`src/rtl/reg_file_scoreboard.sv`:
```
// reg_file_scoreboard: general-purpose register file with a per-register
// busy scoreboard. Register 0 reads as zero and ignores writes. Decode marks
// a destination busy at issue; write-back clears it. stall flags a RAW/WAW
// hazard against any pending producer.
//
// Optional feature macro: RF_WRITE_BYPASS_EN
//   defined   - write-back data is forwarded to the read ports in the same
//               cycle, and the written register counts as no longer busy
//               for the hazard check in that cycle.
//   undefined - reads return the old value in the write-back cycle; a
//               dependent issue proceeds one cycle later.
module reg_file_scoreboard #(
  parameter int DATA_W = 32,
  parameter int ADDR_W = 5,
  localparam int NREGS = 1 << ADDR_W
) (
  input  logic              clk,
  input  logic              rst,
  input  logic [ADDR_W-1:0] ra_addr,
  input  logic [ADDR_W-1:0] rb_addr,
  output logic [DATA_W-1:0] ra_data,
  output logic [DATA_W-1:0] rb_data,
  input  logic              wr_en,
  input  logic [ADDR_W-1:0] wr_addr,
  input  logic [DATA_W-1:0] wr_data,
  input  logic              issue_en,
  input  logic              issue_uses_b,
  input  logic [ADDR_W-1:0] issue_rd,
  output logic              stall,
  output logic [NREGS-1:0]  busy_vec
);

  logic [DATA_W-1:0] regs_q [NREGS];
  logic [DATA_W-1:0] regs_d [NREGS];
  logic [NREGS-1:0]  busy_q;
  logic [NREGS-1:0]  busy_d;
  logic [NREGS-1:0]  busy_eff;
  logic              wr_hit;
  logic              hazard;

  assign wr_hit   = wr_en && (wr_addr != '0);
  assign busy_vec = busy_q;

`ifdef RF_WRITE_BYPASS_EN
  logic [NREGS-1:0] wr_onehot;

  // One-hot of the register being written back this cycle
  always_comb begin
    wr_onehot = '0;
    if (wr_en) wr_onehot[wr_addr] = 1'b1;
  end

  assign busy_eff = busy_q & ~wr_onehot;
`else
  assign busy_eff = busy_q;
`endif

  // Hazard detection against pending producers; stalled issues change nothing
  always_comb begin
    hazard = busy_eff[ra_addr]
           | (issue_uses_b & busy_eff[rb_addr])
           | busy_eff[issue_rd];
    stall  = issue_en & hazard;
  end

  // Combinational read ports; index 0 is forced to zero
  always_comb begin
    ra_data = regs_q[ra_addr];
    rb_data = regs_q[rb_addr];
`ifdef RF_WRITE_BYPASS_EN
    if (wr_hit && (wr_addr == ra_addr)) ra_data = wr_data;
    if (wr_hit && (wr_addr == rb_addr)) rb_data = wr_data;
`endif
    if (ra_addr == '0) ra_data = '0;
    if (rb_addr == '0) rb_data = '0;
  end

  // Next register contents: write-back to any index except 0
  always_comb begin
    regs_d = regs_q;
    if (wr_hit) regs_d[wr_addr] = wr_data;
    regs_d[0] = '0;
  end

  // Next busy bits: write-back clears, a successful issue sets (set wins)
  always_comb begin
    busy_d = busy_q;
    if (wr_en) busy_d[wr_addr] = 1'b0;
    if (issue_en && !stall && (issue_rd != '0)) busy_d[issue_rd] = 1'b1;
    busy_d[0] = 1'b0;
  end

  // State registers; reset drops all data and pending writes immediately
  always_ff @(posedge clk or negedge rst) begin
    if (!rst) begin
      regs_q <= '{default: '0};
      busy_q <= '0;
    end else begin
      regs_q <= regs_d;
      busy_q <= busy_d;
    end
  end

endmodule
```
`config.mk`:
```
export PLATFORM = sky130hd
export DESIGN_NAME = reg_file_scoreboard
export DESIGN_NICKNAME = d
export VERILOG_FILES = /design/src/rtl/reg_file_scoreboard.sv
export SDC_FILE = /design/constraint.sdc
export NUM_CORES = 2
export LEC_CHECK = 0
export ABC_CLOCK_PERIOD_IN_PS = 4100
export CORE_UTILIZATION = 56
export CTS_CLUSTER_SIZE = 20
export DETAILED_ROUTE_END_ITERATION = 8
export PLACE_DENSITY = 0.73
export SLEW_MARGIN = 30
export SYNTH_ARGS = -nofsm -noshare
export SYNTH_HDL_FRONTEND = slang
export SYNTH_SLANG_ARGS = --single-unit
```
`constraint.sdc`:
```
create_clock -name clk -period 4.1 [get_ports clk]
set_input_delay 0.82 -clock clk [delete_from_list [all_inputs] [get_ports clk]]
set_output_delay 0.82 -clock clk [all_outputs]
set_load 0.1 [all_outputs]
```
==> metrics.md <==
| Metric | Value |
|---|---|
| CTS tree | yes |
| Vias in the first global route | 37100 |
| Share of cells above drive strength 1 | 59.3% |
| Site Rows | 114 |
| Count of different cell masters after synthesis | 49 |
| Clock Sinks | 1023 |
| Port Buf Inserts | 152 |
| Required @ worst endpoint | 3.28 ns |
| Avg Synthesized Cell Area | 15.8 sq um |
| Drt pass-1 iters | 7 |
| Vias | 34800 |
| RR Startpoint | busy_vec[18] |
| Syn. warnings | 0 |
| RSZ-0062 raised after global routing | no |
| Outcome | complete, but fails checks |
| Hold Crit Class | primary input to async pin |
| Crit-path slowest cell | clkdlybuf4s50_1 |
| Reg2Reg Setup Slack | 1.52 ns |
| Crit path from | issue_rd[1] |
| Via/cell ratio | 7.10 |
| Clock transition at the registers of the reported paths | 0.06 ns |
| Commonest cells in the netlist | 1052 x mux2_2, 1023 x dfrtp_1, 589 x mux4_2 |
| Final ANT Viol Nets | 0 |
| EDFF count, synth | 0 |
| Max Cap Viol | 0 |
| VDD IR-drop max | 0.401 mV |
| Pwr dens | 528 nW/um^2 |
| Relative slew slack | 34.2% |
| Met1 usage | 47.2% |
| Failing checks | design-rule violations |
| Crit. End Element | primary output |
| Largest net degree at the start of global routing | 135 |
| Final min period | 3.95 ns |
| Die ar. | 99100 sq um |
| Drt initial violations | 3414 |
| Synthesized area | 54800 sq um |
| Critical Path Max Stage Delay | 0.58 ns |
| Syn_nets | 3524 |
| Largest fanout on the critical path | 4 |
| Detailed placer's ending HPWL | 98.4 mm |
| Routed length per instance | 34.4 um |
| Sequential share of the synthesized area | 46.7% |
| Final Instance Count excl. Fillers | 4893 |
| FMAX | 0.253 GHz |
| Post-Route Skew | 0.0131 ns |
| Number of CTS-inserted buffers | 110 |
| Ys flop type | dfrtp_1 |
| Hold buffer count at CTS | 0 |
| Leakage power | 26.8 nW |
| M3 GR Usage | 7.61% |
| Area leader, netlist | dfrtp_1 |
| Post-route DRC | 8 |
| Crit-path cells | clkdlybuf4s50_1, mux2_2, a32o_1, a211oi_2, nand3_1, nor4b_4, a21boi_1, buf_12 |
| Synth Register Bits | 1023 |
| Period utilisation layout | 96.3% |
| Final hold violation count | 0 |
| CP Launch Type | primary input |
| # H-tree levels | 3 |
| # setup viols final | 0 |
| Initial Util | 56.6% |
| Reg2Reg Depth | 7 |
| Setup Buffers After CTS | 0 |
| M2 GR Usage | 55.1% |
| Busiest grt layer | met2 |
| IO Count | 154 |
| Total congestion overflow | 0 |
| Async S/R FF share, synth | 100% |
| Post-Place Cells | 4686 |
| Clock Tree Root | clkbuf_16 |
| Layout net count | 3579 |
| P&R area growth vs syn | 14.8% |
| Gpl congestion | 0.890 |
| Slew Limit Fails | 0 |
| Ranking of synthesized cells by area | dfrtp_1 47%, mux4_2 24%, mux2_2 22% |
| Clk Latency, worst-skew pair | 0.69 ns |
| Post-Synthesis Cells | 3467 |
| Slack of the critical path | 0.152 ns |
| Count leader, synth | mux2_2 |
| Worst r2r dst | busy_vec[5] |
| First-pass GRT wire length | 251 mm |
| Total GRT Usage | 34.9% |
| CP Class | primary input to primary output |
| Die H | 315 um |
| Worst slew pin tran | 0.984 ns |
| Pre-CTS WS | 0.128 ns |
| Critical Path AT | 3.13 ns |
| Setup Total Neg Slack | 0 ns |
| DRT Wirelength | 168 mm |
| Clock buffer depth | 3 |
| Area fraction of the dominant cell type after synthesis | 46.7% |
| Die Width | 315 um |
| Initial antenna violation count | 10 |
| Core area | 96900 sq um |
flip-flops by register name, indices dropped and copies added, names as in the netlist:
name and cells:
busy_vec 31, regs_q 992
repair_timing:
action | in CTS | in global routing
gates resized for setup | 0 | 1
endpoints found under the hold margin | 0 | 0
endpoints found under the setup margin | 0 | 1
placed cells by master, fill, tap and decap left out, types with 3 or more instances in the layout:
cell type        instances
nor2_4                  16
bufinv_16                9
buf_4                  107
and3b_1                  4
nand2_2                 15
nor2_1                  29
clkbuf_16              112
buf_8                    5
dfrtp_1               1023
inv_6                    3
inv_1                   11
mux2_2                1052
nor3_1                   5
buf_2                   30
and2_1                   3
clkbuf_1                20
o21ai_0                 84
clkinvlp_4               4
clkinv_2                28
nor3b_1                  7
mux2i_1                 82
clkbuf_8                26
and3_1                   4
nand3b_1                 6
nand3_1                 17
diode_2                  4
inv_2                    3
clkdlybuf4s50_1         48
mux4_2                 589
nor2_2                   9
nand4_1                  3
nand2_1                 80
buf_12                 124
a32o_1                  16
nor2b_1                  5
through the flow:
step	total power [mW]	area (sq um)	hold WS, ns	utilization (%)
6_report	33.2	62900	0.121	64.9
5_1_grt	34.3	62900	0.119	64.9
4_1_cts	33.2	63000	0.109	65.0
3_5_place_dp	23.0	59300	0.509	61.2
3_3_place_gp	22.5	59300	0.499	61.2
2_1_floorplan	20.0	54800	0.491	-
critical path, delay by kind of cell:
family,cells,cell delay [ns]
buf+inv,2,0.77
compound gates,3,0.65
simple gates,2,0.52
mux,1,0.36
area by class of cell:
cell class / count / area, sq um
Antenna cell: 4 / 10.0
Clock buffer: 158 / 3240
Clock inverter: 45 / 483
Fill cell: 6596 / 34000
Inverter: 14 / 52.6
Multi-Input combinational cell: 2057 / 27900
Sequential cell: 1023 / 25600
Tap cell: 1276 / 1600
Timing Repair Buffer: 316 / 4010
logic make-up (layout without fill, tap and decap cells):
group / Yosys count / in the layout / synth area share, %
muxes: 1723 / 1723 / 47.3
other: 1 / 5 / 0.00685
DFF: 1023 / 1023 / 46.7
AOI/OAI and AO/OA: 117 / 117 / 1.32
buffers and inverters: 387 / 533 / 2.75
and+or+nand+nor: 216 / 216 / 1.84
per-layer routing:
metal,wire length (um),share of wire (%)
met3,13800,8.2
met2,80900,48
met1,65300,39
met5,80,0.048
met4,7960,4.7
worst max path at each step:
stage	slack (ns)	end	cells past startpoint
floorplan	-0.37	stall	7
global placement	0.18	stall	8
detailed placement	0.13	stall	8
CTS	0.12	stall	8
global route	0.06	stall	9
finish	0.15	stall	8
power by group:
part / switching (mW) / total, mW / internal, mW
Sequential: 1.59 / 13.7 / 12.1
Combinational: 4.52 / 9.28 / 4.76
Clock: 4.20 / 10.2 / 6.03
(Power assumes the default switching activity.)
